## config.mk

```make
export PLATFORM = sky130hd
export DESIGN_NAME = comparator_csr_master
export DESIGN_NICKNAME = d
export VERILOG_FILES = /design/src/rtl/comparator_csr_master.sv
export SDC_FILE = /design/constraint.sdc
export NUM_CORES = 1
export LEC_CHECK = 0
export CAP_MARGIN = 15
export CORE_AREA = 2 2 121 123
export DETAILED_ROUTE_END_ITERATION = 8
export DIE_AREA = 0 0 123 125
export PLACE_DENSITY = 0.83
export REMOVE_ABC_BUFFERS = 1
export SLEW_MARGIN = 30
export SYNTH_ARGS = -nofsm -noshare
export SYNTH_HDL_FRONTEND = slang
export SYNTH_SLANG_ARGS = --single-unit
```

## constraint.sdc

```tcl
create_clock -name clk -period 3 [get_ports clk]
set_clock_uncertainty 0.1 [all_clocks]
set_input_delay 0.45 -clock clk [delete_from_list [all_inputs] [get_ports clk]]
set_output_delay 0.45 -clock clk [all_outputs]
set_load 0.02 [all_outputs]
```

## src/rtl/comparator_csr_master.sv

```systemverilog
// Comparator CSR master.
// Turns configuration commands (CAT / MAXCOUNT / NMR) into single CSR writes.
// On a comparator interrupt it reads the exception, success and fail
// registers, clears the exception register, and reports the result as a
// one-cycle pulse. Every CSR access is guarded by a waitrequest timeout that
// abandons the sequence and raises a sticky error.
module comparator_csr_master #(
    parameter int CSR_ADDR_WIDTH = 6,
    parameter int OFF_EXC        = 0,
    parameter int OFF_SUCCESS    = 1,
    parameter int OFF_FAIL       = 2,
    parameter int OFF_MAXCOUNT   = 3,
    parameter int OFF_NMR        = 4,
    parameter int OFF_CAT        = 5,
    parameter int EXC_INT_BIT    = 0,
    parameter int EXC_EX_BIT     = 1,
    parameter int EXC_TASK_LSB   = 4,
    parameter int TIMEOUT        = 255
) (
    input  logic                      clk,
    input  logic                      reset_n,
    // command side
    input  logic                      cmd_valid,
    output logic                      cmd_ready,
    input  logic [1:0]                cmd_type,
    input  logic [3:0]                cmd_task_id,
    input  logic [1:0]                cmd_logical_core,
    input  logic [15:0]               cmd_data,
    // CSR master side
    output logic [CSR_ADDR_WIDTH-1:0] csr_address,
    output logic                      csr_read,
    output logic                      csr_write,
    output logic [31:0]               csr_writedata,
    input  logic [31:0]               csr_readdata,
    input  logic                      csr_waitrequest,
    input  logic                      irq,
    // result side
    output logic                      res_valid,
    output logic [3:0]                res_task_id,
    output logic                      res_mismatch,
    output logic [15:0]               res_success,
    output logic [31:0]               res_fail,
    output logic                      err_timeout,
    input  logic                      err_clear
);

    localparam logic [CSR_ADDR_WIDTH-1:0] ADDR_EXC      = CSR_ADDR_WIDTH'(OFF_EXC);
    localparam logic [CSR_ADDR_WIDTH-1:0] ADDR_SUCCESS  = CSR_ADDR_WIDTH'(OFF_SUCCESS);
    localparam logic [CSR_ADDR_WIDTH-1:0] ADDR_FAIL     = CSR_ADDR_WIDTH'(OFF_FAIL);
    localparam logic [CSR_ADDR_WIDTH-1:0] ADDR_MAXCOUNT = CSR_ADDR_WIDTH'(OFF_MAXCOUNT);
    localparam logic [CSR_ADDR_WIDTH-1:0] ADDR_NMR      = CSR_ADDR_WIDTH'(OFF_NMR);
    localparam logic [CSR_ADDR_WIDTH-1:0] ADDR_CAT      = CSR_ADDR_WIDTH'(OFF_CAT);
    localparam logic [8:0]                TIMEOUT_C     = 9'(TIMEOUT);

    localparam logic [1:0] CMD_CAT      = 2'd0;
    localparam logic [1:0] CMD_MAXCOUNT = 2'd1;
    localparam logic [1:0] CMD_NMR      = 2'd2;
    localparam logic [1:0] CMD_RSVD     = 2'd3;

    typedef enum logic [2:0] {
        IDLE    = 3'd0,
        CMD_WR  = 3'd1,
        RD_EXC  = 3'd2,
        RD_SUC  = 3'd3,
        RD_FAIL = 3'd4,
        CLR_EXC = 3'd5,
        RESULT  = 3'd6
    } state_t;

    // CSR word address targeted by a configuration command type.
    function automatic logic [CSR_ADDR_WIDTH-1:0] cmd_addr_f(input logic [1:0] t);
        logic [CSR_ADDR_WIDTH-1:0] a;
        case (t)
            CMD_CAT:      a = ADDR_CAT;
            CMD_MAXCOUNT: a = ADDR_MAXCOUNT;
            CMD_NMR:      a = ADDR_NMR;
            default:      a = ADDR_EXC;
        endcase
        return a;
    endfunction

    // Write word for a configuration command; unused bits are zero.
    function automatic logic [31:0] cmd_wdata_f(input logic [1:0]  t,
                                                input logic [3:0]  tid,
                                                input logic [1:0]  lcore,
                                                input logic [15:0] d);
        logic [31:0] w;
        w        = 32'd0;
        w[19:16] = tid;
        case (t)
            CMD_CAT: begin
                w[25:24] = lcore;
                w[3:0]   = d[3:0];
            end
            CMD_MAXCOUNT: w[15:0] = d;
            CMD_NMR:      w[0]    = d[0];
            default:      w       = 32'd0;
        endcase
        return w;
    endfunction

    state_t                    state_r;
    logic [1:0]                cmd_type_r;
    logic [3:0]                cmd_task_r;
    logic [1:0]                cmd_lcore_r;
    logic [15:0]               cmd_data_r;
    logic [CSR_ADDR_WIDTH-1:0] csr_address_r;
    logic                      csr_read_r;
    logic                      csr_write_r;
    logic [31:0]               csr_writedata_r;
    logic [8:0]                wait_cnt_r;
    logic [3:0]                exc_task_r;
    logic                      exc_mis_r;
    logic [15:0]               suc_r;
    logic [31:0]               fail_r;
    logic                      res_valid_r;
    logic [3:0]                res_task_id_r;
    logic                      res_mismatch_r;
    logic [15:0]               res_success_r;
    logic [31:0]               res_fail_r;
    logic                      err_timeout_r;

    logic                      strobe_s;
    logic [8:0]                wait_cnt_inc_s;
    logic                      timeout_s;
    logic [CSR_ADDR_WIDTH-1:0] acc_addr_s;
    logic                      acc_write_s;
    logic [31:0]               acc_wdata_s;
    state_t                    next_state_s;

    // Access bookkeeping: an access is in flight while a strobe is up.
    always_comb begin
        strobe_s       = csr_read_r | csr_write_r;
        wait_cnt_inc_s = wait_cnt_r + 9'd1;
        if (strobe_s && csr_waitrequest && (wait_cnt_inc_s >= TIMEOUT_C)) begin
            timeout_s = 1'b1;
        end else begin
            timeout_s = 1'b0;
        end
    end

    // Per-state access description and successor state on completion.
    always_comb begin
        acc_addr_s   = ADDR_EXC;
        acc_write_s  = 1'b0;
        acc_wdata_s  = 32'd0;
        next_state_s = IDLE;
        case (state_r)
            CMD_WR: begin
                acc_addr_s   = cmd_addr_f(cmd_type_r);
                acc_write_s  = 1'b1;
                acc_wdata_s  = cmd_wdata_f(cmd_type_r, cmd_task_r, cmd_lcore_r, cmd_data_r);
                next_state_s = IDLE;
            end
            RD_EXC: begin
                acc_addr_s   = ADDR_EXC;
                // A spurious interrupt (no pending flag) ends the sequence here.
                next_state_s = csr_readdata[EXC_INT_BIT] ? RD_SUC : IDLE;
            end
            RD_SUC: begin
                acc_addr_s   = ADDR_SUCCESS;
                next_state_s = RD_FAIL;
            end
            RD_FAIL: begin
                acc_addr_s   = ADDR_FAIL;
                next_state_s = CLR_EXC;
            end
            CLR_EXC: begin
                acc_addr_s   = ADDR_EXC;
                acc_write_s  = 1'b1;
                acc_wdata_s  = 32'd0;
                next_state_s = RESULT;
            end
            default: begin
                next_state_s = IDLE;
            end
        endcase
    end

    // Interrupts take priority; only an idle master with no pending irq takes commands.
    assign cmd_ready = (state_r == IDLE) && !irq;

    // Main sequencer: command capture, CSR access handshake, result and error registers.
    always_ff @(posedge clk or negedge reset_n) begin
        if (!reset_n) begin
            state_r         <= IDLE;
            cmd_type_r      <= 2'd0;
            cmd_task_r      <= 4'd0;
            cmd_lcore_r     <= 2'd0;
            cmd_data_r      <= 16'd0;
            csr_address_r   <= '0;
            csr_read_r      <= 1'b0;
            csr_write_r     <= 1'b0;
            csr_writedata_r <= 32'd0;
            wait_cnt_r      <= 9'd0;
            exc_task_r      <= 4'd0;
            exc_mis_r       <= 1'b0;
            suc_r           <= 16'd0;
            fail_r          <= 32'd0;
            res_valid_r     <= 1'b0;
            res_task_id_r   <= 4'd0;
            res_mismatch_r  <= 1'b0;
            res_success_r   <= 16'd0;
            res_fail_r      <= 32'd0;
            err_timeout_r   <= 1'b0;
        end else begin
            res_valid_r <= 1'b0;
            // Clear first so that a timeout in the same cycle overrides it.
            if (err_clear) begin
                err_timeout_r <= 1'b0;
            end else begin
                err_timeout_r <= err_timeout_r;
            end

            case (state_r)
                IDLE: begin
                    if (irq) begin
                        state_r <= RD_EXC;
                    end else if (cmd_valid) begin
                        if (cmd_type != CMD_RSVD) begin
                            cmd_type_r  <= cmd_type;
                            cmd_task_r  <= cmd_task_id;
                            cmd_lcore_r <= cmd_logical_core;
                            cmd_data_r  <= cmd_data;
                            state_r     <= CMD_WR;
                        end else begin
                            state_r <= IDLE;
                        end
                    end else begin
                        state_r <= IDLE;
                    end
                end

                CMD_WR, RD_EXC, RD_SUC, RD_FAIL, CLR_EXC: begin
                    if (!strobe_s) begin
                        // Entering with strobes low leaves an idle gap between accesses.
                        csr_address_r   <= acc_addr_s;
                        csr_read_r      <= !acc_write_s;
                        csr_write_r     <= acc_write_s;
                        csr_writedata_r <= acc_wdata_s;
                        wait_cnt_r      <= 9'd0;
                    end else if (timeout_s) begin
                        csr_read_r      <= 1'b0;
                        csr_write_r     <= 1'b0;
                        csr_address_r   <= '0;
                        csr_writedata_r <= 32'd0;
                        wait_cnt_r      <= wait_cnt_inc_s;
                        err_timeout_r   <= 1'b1;
                        state_r         <= IDLE;
                    end else if (!csr_waitrequest) begin
                        csr_read_r      <= 1'b0;
                        csr_write_r     <= 1'b0;
                        csr_address_r   <= '0;
                        csr_writedata_r <= 32'd0;
                        state_r         <= next_state_s;
                        case (state_r)
                            RD_EXC: begin
                                exc_task_r <= csr_readdata[EXC_TASK_LSB+3:EXC_TASK_LSB];
                                exc_mis_r  <= csr_readdata[EXC_EX_BIT];
                            end
                            RD_SUC:  suc_r  <= csr_readdata[15:0];
                            RD_FAIL: fail_r <= csr_readdata;
                            default: begin
                                fail_r <= fail_r;
                            end
                        endcase
                    end else begin
                        wait_cnt_r <= wait_cnt_inc_s;
                    end
                end

                RESULT: begin
                    res_valid_r    <= 1'b1;
                    res_task_id_r  <= exc_task_r;
                    res_mismatch_r <= exc_mis_r;
                    res_success_r  <= suc_r;
                    res_fail_r     <= fail_r;
                    state_r        <= IDLE;
                end

                default: begin
                    csr_read_r  <= 1'b0;
                    csr_write_r <= 1'b0;
                    state_r     <= IDLE;
                end
            endcase
        end
    end

    assign csr_address   = csr_address_r;
    assign csr_read      = csr_read_r;
    assign csr_write     = csr_write_r;
    assign csr_writedata = csr_writedata_r;
    assign res_valid     = res_valid_r;
    assign res_task_id   = res_task_id_r;
    assign res_mismatch  = res_mismatch_r;
    assign res_success   = res_success_r;
    assign res_fail      = res_fail_r;
    assign err_timeout   = err_timeout_r;

endmodule

```

* Yosys cells after proc, flatten, opt, wreduce, memory -nomap -nowiden
Cells that the tools add are included.
** Word-level totals
- Register bits after elaboration :: 184
- Input port bits :: 62
- Output and inout port bits :: 96
- Word-level logic and storage cells :: 100
** Cells by class
- $add $sub $neg :: 1
- Magnitude comparators :: 1
- Equality and inequality tests :: 14
- Muxes and demuxes :: 39
- Bitwise gates (word level) :: 5
- Reductions and logical operators :: 20
** Operator list (count)
- 2-to-1 mux 32 bit :: 3
- 2-to-1 mux 9 bit :: 3
- 2-to-1 mux 26 bit :: 1
- 2-to-1 mux 3 bit :: 6
- 2-to-1 mux 6 bit :: 3
- case mux 3 bit (3 select lines) :: 2
- AND reduction 5 bit :: 3
- 2-to-1 mux 1 bit :: 13
- 2-to-1 mux 12 bit :: 1
- case mux 3 bit (4 select lines) :: 1
- adder 9 x 1 -> 9 bit, second input constant :: 1
- equality test 3 bit, second input constant :: 3
- greater-or-equal comparator 9 x 8 -> 1 bit, second input constant :: 1
- AND reduction 2 bit :: 4
- equality test 3 x 2 -> 1 bit, second input constant :: 2
- != test 3 x 2 -> 1 bit, second input constant :: 2
- case mux 3 bit (2 select lines) :: 1
- OR reduction 2 bit :: 3
- OR reduction 5 bit :: 1
- 2-to-1 mux 2 bit :: 2
- 2-to-1 mux 4 bit :: 1
- != test 2 bit, second input constant :: 2
- != test 4 bit, second input constant :: 1
- inverter 1 bit :: 4
- other kinds (12) :: 16

* Longest topological paths before layout
Gate-level depths: netlist of the first run.
- Depth after elaboration :: 7
- Gate-level depth with buffers :: 10
- Depth with buffers taken out :: 8

* Least setup slack after synthesis of the first run
OpenSTA, ideal clock, no wires.
- Path kind :: flip-flop to flip-flop
- Start point :: register state_r[0]
- End point :: register cmd_data_r[10]
- Library setup time :: 0.125 ns
- Data arrival time :: 2.212 ns
- Required time :: 2.775 ns
- Slack :: 0.563 ns
- Stages on the path, launching flop included :: 7
- Buffers on the path :: 2
- Clock period less this slack :: 2.437 ns
- Cell sequence :: dfrtp_1 clkbuf_1 nor4_1 nand2_1 a21o_1 buf_2 mux2_2
** Between the ends
- Longest elaborated chain between the ends :: 2
** Ends and longest elaborated chain
- start, declared :: RTL line 102 : state_t state_r;
- start signal, assigned :: RTL line 255 : state_r <= next_state_s;
- zero test 3 bit :: RTL line 215 : case (state_r)
- AND reduction 4 bit (no line)
- end signal, assigned :: RTL line 224 : cmd_data_r <= cmd_data;
- end, declared :: RTL line 106 : logic [15:0] cmd_data_r;
No other way between the ends.
A chain may end at the register's enable or synchronous reset.

* Worst setup path after layout of the first run
- Start point :: input port irq
- End point :: output port cmd_ready
** Between the ends
- Longest elaborated chain between the ends :: 2
** Ends and longest elaborated chain
- start, declared :: RTL line 36 : input logic irq,
- zero test 1 bit :: RTL line 181 : assign cmd_ready = (state_r == IDLE) && !irq;
- logical AND 1 bit :: RTL line 181
- end, declared :: RTL line 24 : output logic cmd_ready,
No other way between the ends.

==> results.json, run 1 <==
{
  "grt.overflow.total": 0,
  "drc": 0,
  "ant_nets": 0,
  "cp.depth": 3,
  "total_power_mw": 9.472,
  "cpMostUsedCell": "clkdlybuf4s50_1",
  "ys_types": 50,
  "grt_busiest_layer": "met2",
  "worst_pin_slew_ps": 608.8,
  "cts_buffers": 17,
  "max_freq_mhz": 381.8,
  "fin_cells": 841,
  "worstPathMaxFanout": 2,
  "grt_max_degree": 62,
  "yosysMostFrequentCell": "dfrtp_1",
  "antenna_found_initial": 0,
  "nets": 708,
  "syn-instance-count": 494,
  "ys_ff_latch": 171,
  "hold_path_class": "reg -> reg",
  "fill_cells": 1032,
  "setup-tns-final_ps": 0,
  "worstSetupEndpoint": "cmd_ready",
  "critPathMaxStageDelay_ps": 710,
  "ios": 158,
  "path_delay_family": "buffers and inverters",
  "grtUsageMet1_pct": 24.97,
  "power.leakage_nw": 4.072,
  "rsz0062_at_grt": "no",
  "grt_util_met3_pct": 4.653,
  "dp.cells": 808,
  "synth_top_area_share_pct": 61.65,
  "critPathSlowestCell": "clkdlybuf4s50_1",
  "vdd_drop_max_mv": 0.4676,
  "die_y_um": 125,
  "final.min_clock_period_ps": 2619,
  "vias_per_cell": 5.410,
  "hold_slack_ps": 383.9,
  "ys_top_cells_by_area": "dfrtp_1, mux2_2, a22o_1",
  "clk_path_buf_depth": 2,
  "r2r_start": "wait_cnt_r[0]",
  "setup_ws_ps": 381.0,
  "synth_top_flop_cell": "dfrtp_1",
  "ff2ff_path_depth": 7,
  "outcome": "finished, final reports clean",
  "routed_wl_um": 14690,
  "die-area_um2": 15380,
  "dr.first_iter.drc_count": 267,
  "finalCritPeriodShare_pct": 87.30,
  "cts.reportedPaths.clkPinSlew_ps": 60,
  "crit_path_start": "irq",
  "syn_to_final_growth_pct": 32.11,
  "dp_hpwl_um": 10120,
  "synth.yosys.warnings": 0,
  "final-setup-viol-count": 0,
  "synth_edf_count": 0,
  "hold_start": "csr_address[1]",
  "max_slew_margin_pct": 59.14,
  "cp.required_ps": 2450,
  "grt_pass1_wl_um": 24260,
  "num_rows": 44,
  "wl_per_cell_um": 17.46,
  "avgSynthCellArea_um2": 14.05,
  "start_kind": "input port",
  "synth_seq_area_share_pct": 61.65,
  "worst-path-buf-inv": 2,
  "ff_latch_area_um2": 4279,
  "hold_violations": 0,
  "io_buffer_count": 144,
  "cts_sinks": 171,
  "track_usage_pct": 20.36,
  "die_w_um": 123,
  "htreeDepth": 4,
  "syn_area_um2": 6940,
  "firstDrtPassIters": 5,
  "crit_path_end_kind": "primary output",
  "crit_arrival_ps": 2070,
  "maxCapViolCount": 0,
  "multi_input_area_um2": 2471,
  "dp_slack_ps": 370.9,
  "core_um2": 14200,
  "grtUsageMet2_pct": 34.35,
  "finalMaxSlewViolations": 0,
  "drive_gt1_share_pct": 27.55,
  "grt_pass1_vias": 4828,
  "diodes": 0,
  "cts-root-buf": "clkbuf_16",
  "p_per_area_nw_per_um2": 1033,
  "timing.rr.end": "state_r[1]",
  "cts_resized": 0,
  "yosysTopAreaCell": "dfrtp_1",
  "reg2reg_setup_slack_ps": 450,
  "initial_utilization_pct": 48.86,
  "num_vias": 4550,
  "clk_latency_ps": 420,
  "crit_path_cell_trace": "clkdlybuf4s50_1, nor4_1, clkdlybuf4s50_1",
  "synthTopCellsByCount": "dfrtp_1, mux2_2, a22o_1",
  "cts_tree": "built",
  "async_flop_share_pct": 100.0,
  "crit_type": "in -> out",
  "place.gp.congestion": 0.8195
}
sequential cells by signal, indices dropped and copies added, names as in the netlist:
| signal | flops |
|---|---|
| suc_r | 16 |
| res_task_id | 4 |
| exc_task_r | 4 |
| csr_address | 3 |
| cmd_data_r | 16 |
| cmd_lcore_r | 2 |
| fail_r | 32 |
| wait_cnt_r | 9 |
| csr_write | 1 |
| exc_mis_r | 1 |
| cmd_task_r | 4 |
| res_fail | 32 |
| err_timeout | 1 |
| csr_writedata | 22 |
| res_valid | 1 |
| res_success | 16 |
| state_r | 3 |
| res_mismatch | 1 |
| cmd_type_r | 2 |
| csr_read | 1 |
layout make-up:
class,count,share of cell area (%)
timing repair buffer,157,17.10
clock inverter,13,1.842
inverter,5,0.2047
clock buffer,19,4.722
multi-input combinational,292,26.95
sequential,171,46.67
tap,184,2.511
layout by cell type, fill, tap and decap left out, types with 2 or more instances in the layout:
cell type	count
clkbuf_16	17
inv_6	2
clkinvlp_4	4
o211ai_1	2
a22o_1	24
nand3_1	6
a21oi_1	6
nand3_2	3
nor3_1	4
and2_1	3
ha_1	2
nor2b_1	5
nand2_1	19
mux2_2	128
buf_4	10
o31ai_1	4
conb_1	13
nand4_1	2
and3_1	4
mux2i_1	2
clkinv_4	3
clkbuf_1	2
clkdlybuf4s50_1	143
o21ai_0	17
a31oi_1	2
o2bb2ai_1	2
o21ai_1	2
inv_1	4
buf_12	2
nor2_1	15
a21o_1	5
bufinv_16	3
dfrtp_1	171
power breakdown:
group / internal (mW) / leakage, nW / switching [mW] / total [mW]
Clock: 1.32 / 0.280 / 0.891 / 2.21
Combinational: 1.80 / 1.60 / 1.64 / 3.44
Sequential: 3.28 / 2.19 / 0.550 / 3.83
Total: 6.39 / 4.07 / 3.08 / 9.47
routing by layer:
layer | part of all wire (%) | up-vias
li1 | - | 2051
met2 | 52 | 155
met1 | 40 | 2319
met5 | 0 | -
met3 | 5.3 | 25
met4 | 2.4 | 0
timing repair:
| action | 4_1_cts | 5_1_grt |
|---|---|---|
| buffers inserted | 0 | 0 |
| hold buffers | 1 | 0 |
| hold endpoints to repair | 51 | 0 |
worst min-delay path by stage:
stage               cells after the start                end
detailed placement                      1          fail_r[3]
global placement                        1        res_fail[3]
CTS                                     1  csr_writedata[13]
global route                            1  csr_writedata[24]
floorplan                               0      cmd_data_r[0]
finish                                  1     csr_address[1]
stage by stage:
| stage | utilization, % | cell area, um^2 |
|---|---|---|
| 4_1_cts | 64.55 | 9169 |
| 3_5_place_dp | 60.24 | 8557 |
| 3_3_place_gp | 60.24 | 8557 |
| 5_1_grt | 64.55 | 9169 |
| 6_report | 64.55 | 9169 |
| 2_1_floorplan | - | 6758 |
kinds of logic after synthesis:
family | after synthesis | synth area share (%)
AND/OR/NAND/NOR | 71 | 5.264
XOR/XNOR | 1 | 0.1262
flip-flops | 171 | 61.65
buffers and inverters | 43 | 3.552
other | 1 | 0.05403
AO/OA/AOI/OAI | 74 | 7.770
adder cells (fa/ha/maj) | 2 | 0.3605
multiplexers | 131 | 21.22
Note: power is estimated with default switching activity, not from simulation.
==> run 2: changes to the inputs <==
--- a/config.mk
+++ b/config.mk
@@ -11,6 +11,7 @@
 export DIE_AREA = 0 0 123 125
 export PLACE_DENSITY = 0.83
 export REMOVE_ABC_BUFFERS = 1
+export SKIP_CTS_REPAIR_TIMING = 1
 export SLEW_MARGIN = 30
 export SYNTH_ARGS = -nofsm -noshare
 export SYNTH_HDL_FRONTEND = slang
==> results.json, run 2 (synthesis results as in run 1) <==
{
  "outcome": "finished, final reports clean",
  "antenna_found_initial": 0,
  "cts-root-buf": "clkbuf_16",
  "p_per_area_nw_per_um2": 1033,
  "place.gp.congestion": 0.8195,
  "grt_max_degree": 62,
  "die_y_um": 125,
  "dp_hpwl_um": 10120,
  "hold_violations": 0,
  "ios": 158,
  "hold_path_class": "reg -> reg",
  "num_rows": 44,
  "cts.reportedPaths.clkPinSlew_ps": 60,
  "crit_arrival_ps": 2070,
  "cp.required_ps": 2450,
  "routed_wl_um": 14730,
  "crit_path_end_kind": "primary output",
  "clk_latency_ps": 410,
  "htreeDepth": 4,
  "rsz0062_at_grt": "no",
  "diodes": 0,
  "max_slew_margin_pct": 59.09,
  "drc": 0,
  "start_kind": "input port",
  "num_vias": 4540,
  "worstPathMaxFanout": 2,
  "vdd_drop_max_mv": 0.4671,
  "drive_gt1_share_pct": 27.55,
  "syn_to_final_growth_pct": 32.11,
  "dr.first_iter.drc_count": 275,
  "initial_utilization_pct": 48.86,
  "core_um2": 14200,
  "dp_slack_ps": 370.9,
  "clk_path_buf_depth": 2,
  "die_w_um": 123,
  "finalMaxSlewViolations": 0,
  "final-setup-viol-count": 0,
  "final_cell_mix": "dfrtp_1, clkdlybuf4s50_1, mux2_2, a22o_1, nand2_1",
  "setup-tns-final_ps": 0,
  "final_common_cell": "dfrtp_1",
  "max_freq_mhz": 382.0,
  "final.min_clock_period_ps": 2618,
  "worst_pin_slew_ps": 609.6,
  "cts_buffers": 17,
  "grt.overflow.total": 0,
  "die-area_um2": 15380,
  "io_buffer_count": 144,
  "wl_per_cell_um": 17.52,
  "firstDrtPassIters": 4,
  "total_power_mw": 9.473,
  "power.leakage_nw": 4.072,
  "cts_sinks": 171,
  "grt_pass1_vias": 4815,
  "vias_per_cell": 5.398,
  "maxCapViolCount": 0,
  "grt_pass1_wl_um": 24180,
  "fill_cells": 1032,
  "setup_ws_ps": 382.0,
  "track_usage_pct": 20.30,
  "cts_tree": "built",
  "finalCritPeriodShare_pct": 87.27,
  "crit_type": "in -> out",
  "nets": 708,
  "ant_nets": 0
}
[run 2: cell counts in the layout (fill, tap and decap cells not counted)]
No cell type changed its count.
[run 2: critical path, stage by stage]
cell and delay [ps]:
clkdlybuf4s50_1 460, nor4_1 450, clkdlybuf4s50_1 710
[run 2: worst paths after layout]
check / start / endpoint / depth (start not counted) / slack [ps]
worst max-delay path: irq / cmd_ready / 3 / 380
worst min-delay path: csr_address[1] / csr_address[1] / 1 / 380
worst max register to register: wait_cnt_r[0] / state_r[1] / 7 / 440
worst min register to register: csr_address[1] / csr_address[1] / 1 / 380
max in group asynchronous: reset_n / csr_writedata[14] / 3 / 1560
min in group asynchronous: reset_n / fail_r[3] / 2 / 460
[run 2: area by class of cell]
| class | instances | area [um^2] | share of cell area (%) |
|---|---|---|---|
| Clock buffer | 19 | 432.9 | 4.722 |
| Clock inverter | 13 | 168.9 | 1.842 |
| Sequential cell | 171 | 4279 | 46.67 |
| Tap cell | 184 | 230.2 | 2.511 |
| Inverter | 5 | 18.77 | 0.2047 |
| Multi-Input combinational cell | 292 | 2471 | 26.95 |
| Timing Repair Buffer | 157 | 1568 | 17.10 |
[run 2: per-layer routing]
layer | track usage (%) | vias up | part of all wire [%]
li1 | - | 2047 | -
met1 | 24.94 | 2313 | 40
met2 | 34.22 | 153 | 52
met3 | 4.608 | 27 | 5.2
met4 | 8.757 | 0 | 2.5
met5 | 0 | - | 0
[run 2: through the flow]
step | std cells | utilization [%] | hold WS [ps] | cell area, um^2
2_1_floorplan | 468 | - | 54.41 | 6758
3_3_place_gp | 808 | 60.24 | 321.4 | 8557
3_5_place_dp | 808 | 60.24 | 334.9 | 8557
4_1_cts | 840 | 64.48 | -118.3 | 9159
5_1_grt | 841 | 64.55 | 407.6 | 9169
6_report | 841 | 64.55 | 383.9 | 9169
[run 2: power breakdown]
part	internal, mW	total [mW]	leakage (nW)	switching, mW
sequential	3.28	3.83	2.19	0.549
combinational	1.80	3.44	1.60	1.64
clock	1.32	2.21	0.280	0.890
